===== config.mk =====
export PLATFORM = sky130hd
export DESIGN_NAME = uart_mem_bridge
export DESIGN_NICKNAME = d
export VERILOG_FILES = /design/src/rtl/uart_mem_bridge.sv
export SDC_FILE = /design/constraint.sdc
export NUM_CORES = 1
export LEC_CHECK = 0
export ABC_AREA = 1
export CAP_MARGIN = 20
export CORE_ASPECT_RATIO = 0.6
export CORE_UTILIZATION = 51
export DETAILED_ROUTE_END_ITERATION = 8
export HOLD_SLACK_MARGIN = 0.12
export MAX_ROUTING_LAYER = met4
export PLACE_DENSITY_LB_ADDON = 0.2
export RECOVER_POWER = 100
export SKIP_CTS_REPAIR_TIMING = 1
export SLEW_MARGIN = 30
export SYNTH_ARGS = -nofsm -noshare
export SYNTH_HDL_FRONTEND = slang
export SYNTH_SLANG_ARGS = --single-unit
export TNS_END_PERCENT = 50

===== constraint.sdc =====
create_clock -name clock -period 2.4 [get_ports clock]
set_clock_uncertainty 0.15 [all_clocks]
set_input_delay 0.36 -clock clock [delete_from_list [all_inputs] [get_ports clock]]
set_output_delay 0.36 -clock clock [all_outputs]
set_load 0.05 [all_outputs]

===== src/rtl/uart_mem_bridge.sv =====
`default_nettype none
// ============================================================================
// Module      : uart_mem_bridge
// Description : 8N1 UART command responder ('W' addr data / 'R' addr) that
//               reads and writes an 8-bit data memory for load and debug.
//               Optional inter-byte timeout: define UART_BRIDGE_TIMEOUT_EN.
// Revision    : 1.0 - initial release
// ============================================================================
module uart_mem_bridge #(
    parameter int CLKS_PER_BIT = 868,
    parameter int TIMEOUT_BITS = 20
) (
    input  logic       clock,
    input  logic       reset,
    input  logic       rx,
    output logic       tx,
    output logic [7:0] mem_addr,
    output logic [7:0] mem_w_data,
    output logic       mem_w_en,
    input  logic [7:0] mem_r_data,
    output logic       busy,
    output logic       frame_err
);

    localparam int                 c_CNT_W     = $clog2(CLKS_PER_BIT);
    localparam logic [c_CNT_W-1:0] c_BIT_LAST  = c_CNT_W'(CLKS_PER_BIT - 1);
    localparam logic [c_CNT_W-1:0] c_HALF_LAST = c_CNT_W'(CLKS_PER_BIT / 2 - 1);

    localparam logic [7:0] c_CMD_WRITE = 8'h57;
    localparam logic [7:0] c_CMD_READ  = 8'h52;
    localparam logic [7:0] c_ACK       = 8'h06;
    localparam logic [7:0] c_NAK       = 8'h15;

    localparam logic [1:0] c_RX_IDLE  = 2'd0;
    localparam logic [1:0] c_RX_START = 2'd1;
    localparam logic [1:0] c_RX_DATA  = 2'd2;
    localparam logic [1:0] c_RX_STOP  = 2'd3;

    localparam logic [2:0] c_S_IDLE      = 3'd0;
    localparam logic [2:0] c_S_GET_ADDR  = 3'd1;
    localparam logic [2:0] c_S_GET_DATA  = 3'd2;
    localparam logic [2:0] c_S_WRITE     = 3'd3;
    localparam logic [2:0] c_S_READ      = 3'd4;
    localparam logic [2:0] c_S_READ_WAIT = 3'd5;
    localparam logic [2:0] c_S_SEND      = 3'd6;
    localparam logic [2:0] c_S_WAIT_TX   = 3'd7;

    // ------------------------------------------------------------------
    // Receive deserializer
    // ------------------------------------------------------------------
    logic               r_rx_meta;
    logic               r_rx_sync;
    logic               r_rx_prev;
    logic [1:0]         r_rx_state;
    logic [c_CNT_W-1:0] r_rx_cnt;
    logic [2:0]         r_rx_bit;
    logic [7:0]         r_rx_shift;
    logic               r_rx_valid;
    logic               r_frame_err;

    always_ff @(posedge clock) begin
        if (reset) begin
            r_rx_meta   <= 1'b1;
            r_rx_sync   <= 1'b1;
            r_rx_prev   <= 1'b1;
            r_rx_state  <= c_RX_IDLE;
            r_rx_cnt    <= '0;
            r_rx_bit    <= 3'd0;
            r_rx_shift  <= 8'h00;
            r_rx_valid  <= 1'b0;
            r_frame_err <= 1'b0;
        end else begin
            r_rx_meta   <= rx;
            r_rx_sync   <= r_rx_meta;
            r_rx_prev   <= r_rx_sync;
            r_rx_valid  <= 1'b0;
            r_frame_err <= 1'b0;
            case (r_rx_state)
                c_RX_IDLE: begin
                    if (r_rx_prev && !r_rx_sync) begin
                        r_rx_state <= c_RX_START;
                        r_rx_cnt   <= '0;
                    end
                end
                c_RX_START: begin
                    // Line back high at mid start bit means a glitch.
                    if (r_rx_cnt == c_HALF_LAST) begin
                        r_rx_cnt   <= '0;
                        r_rx_bit   <= 3'd0;
                        r_rx_state <= r_rx_sync ? c_RX_IDLE : c_RX_DATA;
                    end else begin
                        r_rx_cnt <= r_rx_cnt + 1'b1;
                    end
                end
                c_RX_DATA: begin
                    if (r_rx_cnt == c_BIT_LAST) begin
                        r_rx_cnt   <= '0;
                        r_rx_shift <= {r_rx_sync, r_rx_shift[7:1]};
                        r_rx_bit   <= r_rx_bit + 1'b1;
                        if (r_rx_bit == 3'd7) begin
                            r_rx_state <= c_RX_STOP;
                        end
                    end else begin
                        r_rx_cnt <= r_rx_cnt + 1'b1;
                    end
                end
                default: begin
                    if (r_rx_cnt == c_BIT_LAST) begin
                        r_rx_cnt    <= '0;
                        r_rx_state  <= c_RX_IDLE;
                        r_rx_valid  <= r_rx_sync;
                        r_frame_err <= !r_rx_sync;
                    end else begin
                        r_rx_cnt <= r_rx_cnt + 1'b1;
                    end
                end
            endcase
        end
    end

    // ------------------------------------------------------------------
    // Transmit serializer
    // ------------------------------------------------------------------
    logic [2:0]         r_state;
    logic [7:0]         r_reply;
    logic               r_tx;
    logic               r_tx_active;
    logic [8:0]         r_tx_shift;
    logic [3:0]         r_tx_bit;
    logic [c_CNT_W-1:0] r_tx_cnt;
    logic               w_tx_done;

    assign w_tx_done = r_tx_active && (r_tx_bit == 4'd9) && (r_tx_cnt == c_BIT_LAST);

    always_ff @(posedge clock) begin
        if (reset) begin
            r_tx        <= 1'b1;
            r_tx_active <= 1'b0;
            r_tx_shift  <= 9'h1FF;
            r_tx_bit    <= 4'd0;
            r_tx_cnt    <= '0;
        end else if (!r_tx_active) begin
            r_tx <= 1'b1;
            if (r_state == c_S_SEND) begin
                r_tx_active <= 1'b1;
                r_tx        <= 1'b0;
                r_tx_shift  <= {1'b1, r_reply};
                r_tx_bit    <= 4'd0;
                r_tx_cnt    <= '0;
            end
        end else if (r_tx_cnt == c_BIT_LAST) begin
            r_tx_cnt <= '0;
            if (r_tx_bit == 4'd9) begin
                r_tx_active <= 1'b0;
                r_tx        <= 1'b1;
            end else begin
                r_tx_bit   <= r_tx_bit + 1'b1;
                r_tx       <= r_tx_shift[0];
                r_tx_shift <= {1'b1, r_tx_shift[8:1]};
            end
        end else begin
            r_tx_cnt <= r_tx_cnt + 1'b1;
        end
    end

    // ------------------------------------------------------------------
    // Inter-byte timeout
    // ------------------------------------------------------------------
    logic w_timeout;

`ifdef UART_BRIDGE_TIMEOUT_EN
    localparam int                c_TO_CYCLES = TIMEOUT_BITS * CLKS_PER_BIT;
    localparam int                c_TO_W      = $clog2(c_TO_CYCLES);
    localparam logic [c_TO_W-1:0] c_TO_LAST   = c_TO_W'(c_TO_CYCLES - 1);

    logic [c_TO_W-1:0] r_to_cnt;
    logic              w_waiting;

    assign w_waiting = (r_state == c_S_GET_ADDR) || (r_state == c_S_GET_DATA);

    always_ff @(posedge clock) begin
        if (reset || !w_waiting || r_rx_valid) begin
            r_to_cnt <= '0;
        end else if (r_to_cnt != c_TO_LAST) begin
            r_to_cnt <= r_to_cnt + 1'b1;
        end
    end

    assign w_timeout = w_waiting && !r_rx_valid && (r_to_cnt == c_TO_LAST);
`else
    logic w_unused_timeout;
    assign w_unused_timeout = (TIMEOUT_BITS > 0);
    assign w_timeout        = 1'b0;
`endif

    // ------------------------------------------------------------------
    // Command state machine
    // ------------------------------------------------------------------
    logic       r_is_write;
    logic [7:0] r_addr_buf;
    logic [7:0] r_mem_addr;
    logic [7:0] r_mem_w_data;
    logic       r_mem_w_en;
    logic       r_busy;

    always_ff @(posedge clock) begin
        if (reset) begin
            r_state      <= c_S_IDLE;
            r_reply      <= 8'h00;
            r_is_write   <= 1'b0;
            r_addr_buf   <= 8'h00;
            r_mem_addr   <= 8'h00;
            r_mem_w_data <= 8'h00;
            r_mem_w_en   <= 1'b0;
            r_busy       <= 1'b0;
        end else begin
            r_mem_w_en <= 1'b0;
            case (r_state)
                c_S_IDLE: begin
                    if (r_rx_valid) begin
                        if (r_rx_shift == c_CMD_WRITE || r_rx_shift == c_CMD_READ) begin
                            r_is_write <= (r_rx_shift == c_CMD_WRITE);
                            r_busy     <= 1'b1;
                            r_state    <= c_S_GET_ADDR;
                        end else begin
                            r_reply <= c_NAK;
                            r_state <= c_S_SEND;
                        end
                    end
                end
                c_S_GET_ADDR: begin
                    if (w_timeout) begin
                        r_busy  <= 1'b0;
                        r_state <= c_S_IDLE;
                    end else if (r_rx_valid) begin
                        if (r_is_write) begin
                            r_addr_buf <= r_rx_shift;
                            r_state    <= c_S_GET_DATA;
                        end else begin
                            // Address presented during READ so synchronous RAM data lands in READ_WAIT.
                            r_mem_addr <= r_rx_shift;
                            r_state    <= c_S_READ;
                        end
                    end
                end
                c_S_GET_DATA: begin
                    if (w_timeout) begin
                        r_busy  <= 1'b0;
                        r_state <= c_S_IDLE;
                    end else if (r_rx_valid) begin
                        r_mem_addr   <= r_addr_buf;
                        r_mem_w_data <= r_rx_shift;
                        r_mem_w_en   <= 1'b1;
                        r_state      <= c_S_WRITE;
                    end
                end
                c_S_WRITE: begin
                    r_reply <= c_ACK;
                    r_state <= c_S_SEND;
                end
                c_S_READ: begin
                    r_state <= c_S_READ_WAIT;
                end
                c_S_READ_WAIT: begin
                    r_reply <= mem_r_data;
                    r_state <= c_S_SEND;
                end
                c_S_SEND: begin
                    r_state <= c_S_WAIT_TX;
                end
                default: begin
                    if (w_tx_done) begin
                        r_busy  <= 1'b0;
                        r_state <= c_S_IDLE;
                    end
                end
            endcase
        end
    end

    assign tx         = r_tx;
    assign mem_addr   = r_mem_addr;
    assign mem_w_data = r_mem_w_data;
    assign mem_w_en   = r_mem_w_en;
    assign busy       = r_busy;
    assign frame_err  = r_frame_err;

endmodule
`default_nettype wire


==> results_dict.tcl <==
set metrics [dict create \
    status "finished, final reports clean" \
    netSwitchingPower_w 0.000734 \
    cts_buffer_depth 2 \
    wl_met2_um 3700 \
    p_seq_share_pct 46.6 \
    synth_edf_count 0 \
    path_max_fanout 3 \
    io_buffers 30 \
    vias_per_cell 5.13 \
    rsz0062_at_grt "no" \
    maxSlewViolCount 0 \
    setup_tns_ns 0 \
    ant_nets 0 \
    cts.sinks 90 \
    cts_max_level 3 \
    grt_first_pass_wirelength_um 15300 \
    synthDistinctLibCells 31 \
    start_kind "flip-flop" \
    combPwrFrac_pct 6.6 \
    synth_warnings 0 \
    cts_tree "done" \
    route.vias.total 3751 \
    grt_max_degree 40 \
    wl_met3_um 490 \
    max_slew_margin_pct 23.8 \
    cp_top_family "buffers and inverters" \
    max_stage_delay_ns 0.89 \
    grt_pass1_vias 3312 \
    nFillCells 756 \
    antenna_found_initial 0 \
    initial_core_util_pct 52.8 \
    fp.dieW_um 119 \
    gp_congestion 0.872 \
    ys_ff_latch 90 \
    syn_area_mm2 0.00416 \
    synth_ff_type "dfxtp_1" \
    placed_cell_area_mm2 0.00455 \
    power.density_mw_per_mm2 685 \
    rows 25 \
    io_pins 31 \
    yosys-top-cells-count "nand2_1 (140), dfxtp_1 (90), inv_1 (66)" \
    endpoint_kind "output pin" \
    core_mm2 0.00788 \
    synth_largest_area_cell "dfxtp_1" \
    hold_violations 0 \
    final-seq-area_mm2 0.00180 \
    path_buf_inv 1 \
    ir_drop_v 0.000424 \
    highest_layer "met4" \
    max_cap_viol_count 0 \
    arrival_ns 1.56 \
    setup_viol 0 \
    die_height_um 72.0 \
    postLayoutCellArea_mm2 0.00486 \
    p_int_w 0.00259 \
    multi_input_area_mm2 0.00196 \
    leakage_nw 2.08 \
    syn-num-nets 607 \
    drt-initial-drc-count 209 \
    drt_wl_total_um 8940 \
    fin_crit_sh_pct 86.5 \
    synth_async_sr_flop_share_pct 0 \
    wl_met1_um 4640 \
    crit_type "reg2out" \
    clkTransAtPathRegs_ns 0.06 \
    final_nets 636 \
    syn2layout_area_growth_pct 16.8 \
    reg2reg_slack_ns 0.36 \
    required_ns 1.89 \
    hp-class "reg2reg" \
    die_area_mm2 0.00853 \
    clk_latency_ns 0.34 \
    p_sw_share_pct 22.1 \
    post-route-min-period_ns 2.07 \
    track_usage_pct 23.1 \
    drc 0 \
    cp_slowest_cell "dlygate4sd3_1" \
    diodes 0 \
    drive_gt1_share_pct 7.87 \
    yosysTopAreaCellShare_pct 43.3 \
    syn_inst 589 \
    clockRootBuffer "clkbuf_16" \
    pwr-share-clk_pct 46.8 \
    worst_slew_pin_slew_ns 1.14 \
    drt-pass1-iter-count 5 \
    dp_hpwl_um 6370 \
    wl_per_cell_um 12.2 \
    yosysSeqAreaShare_pct 43.3 \
    max_freq_mhz 482 \
    avgSynthCellArea_um2 7.06 \
    path_cells "dlygate4sd3_1" \
    synth_most_common_cell "nand2_1" \
    numCtsBuffers 9 \
    grt_overflow_total 0 \
    synthTopCellsByArea "dfxtp_1 (43%), nand2_1 (13%), a21oi_1 (6.7%), o21ai_0 (6.5%), inv_1 (6.0%)" \
]
## state kept, by name, indices dropped and copies added (netlist names), 3 cells and up
register,count
r_state,3
mem_addr,8
r_addr_buf,8
r_tx_bit,4
mem_w_data,8
r_tx_shift,8
r_rx_cnt,10
r_rx_bit,3
r_reply,8
r_rx_shift,8
r_tx_cnt,10
## area by class of cell
cell class	instances	area share, %
Inverter	76	5.92
Sequential cell	90	37.1
Timing Repair Buffer	35	6.83
Multi-Input combinational cell	406	40.4
Clock inverter	4	1.49
Tap cell	108	2.78
Clock buffer	12	5.49
## layer usage
| metal | vias to the layer above | track usage, % |
|---|---|---|
| met5 | - | - |
| met4 | 0 | 7.59 |
| met3 | 9 | 5.66 |
| met2 | 73 | 34.1 |
| met1 | 1719 | 31.3 |
| li1 | 1950 | - |
## power groups by stage
stage	clock (W)	sequential [W]	combinational, W
final	0.00156	0.00155	0.000220
after global routing	0.00165	0.00155	0.000251
after CTS	0.00159	0.00155	0.000230
after detailed placement	0	0.00158	0.000229
after global placement	0	0.00158	0.000224
after floorplan	0	0.00157	0.000175
## layout by cell type (no fill, tap or decap), types with 4 or more instances in the layout
cell type	netlist	final
nand2_1	140	144
dfxtp_1	90	90
inv_1	66	67
o21ai_0	54	60
nor2_1	57	57
a21oi_1	56	56
nand3_1	36	37
dlygate4sd3_1	0	21
clkbuf_16	0	9
clkdlybuf4s50_1	0	9
inv_2	9	8
nand4_1	8	8
ha_1	7	7
nor2_4	4	4
nor3_1	4	4
nand3b_1	4	4
## through the flow
stage / instances / utilization (%) / worst slack (ns) / hold WS, ns / total power (W)
2_1_floorplan: 589 / - / 0.828 / 0.239 / 0.00175
3_3_place_gp: 715 / 57.7 / 0.576 / 0.241 / 0.00180
3_5_place_dp: 715 / 57.7 / 0.471 / 0.243 / 0.00181
4_1_cts: 731 / 62.0 / 0.369 / 0.258 / 0.00337
5_1_grt: 731 / 61.6 / 0.176 / 0.279 / 0.00345
6_report: 731 / 61.6 / 0.325 / 0.257 / 0.00333
## path summary, 6_finish.rpt
path,from,to,depth (start not counted)
worst min-delay path,r_rx_meta,r_rx_sync,1
worst max-delay path,busy,busy,1
worst max register to register,r_rx_cnt[0],r_rx_bit[2],10
worst min register to register,r_rx_meta,r_rx_sync,1
## cell families (layout without fill, tap and decap cells)
family                     Yosys count  in the layout  share of synthesized area (%)
xor gates and xnor gates             3              3                          0.632
DFF                                 90             90                           43.3
and+or+nand+nor                    274            274                           29.8
buffers and inverters               93            127                           9.17
AOI/OAI and AO/OA                  122            122                           15.0
adders and majority gates            7              7                           2.11
Power figures use the tool's default switching activity.
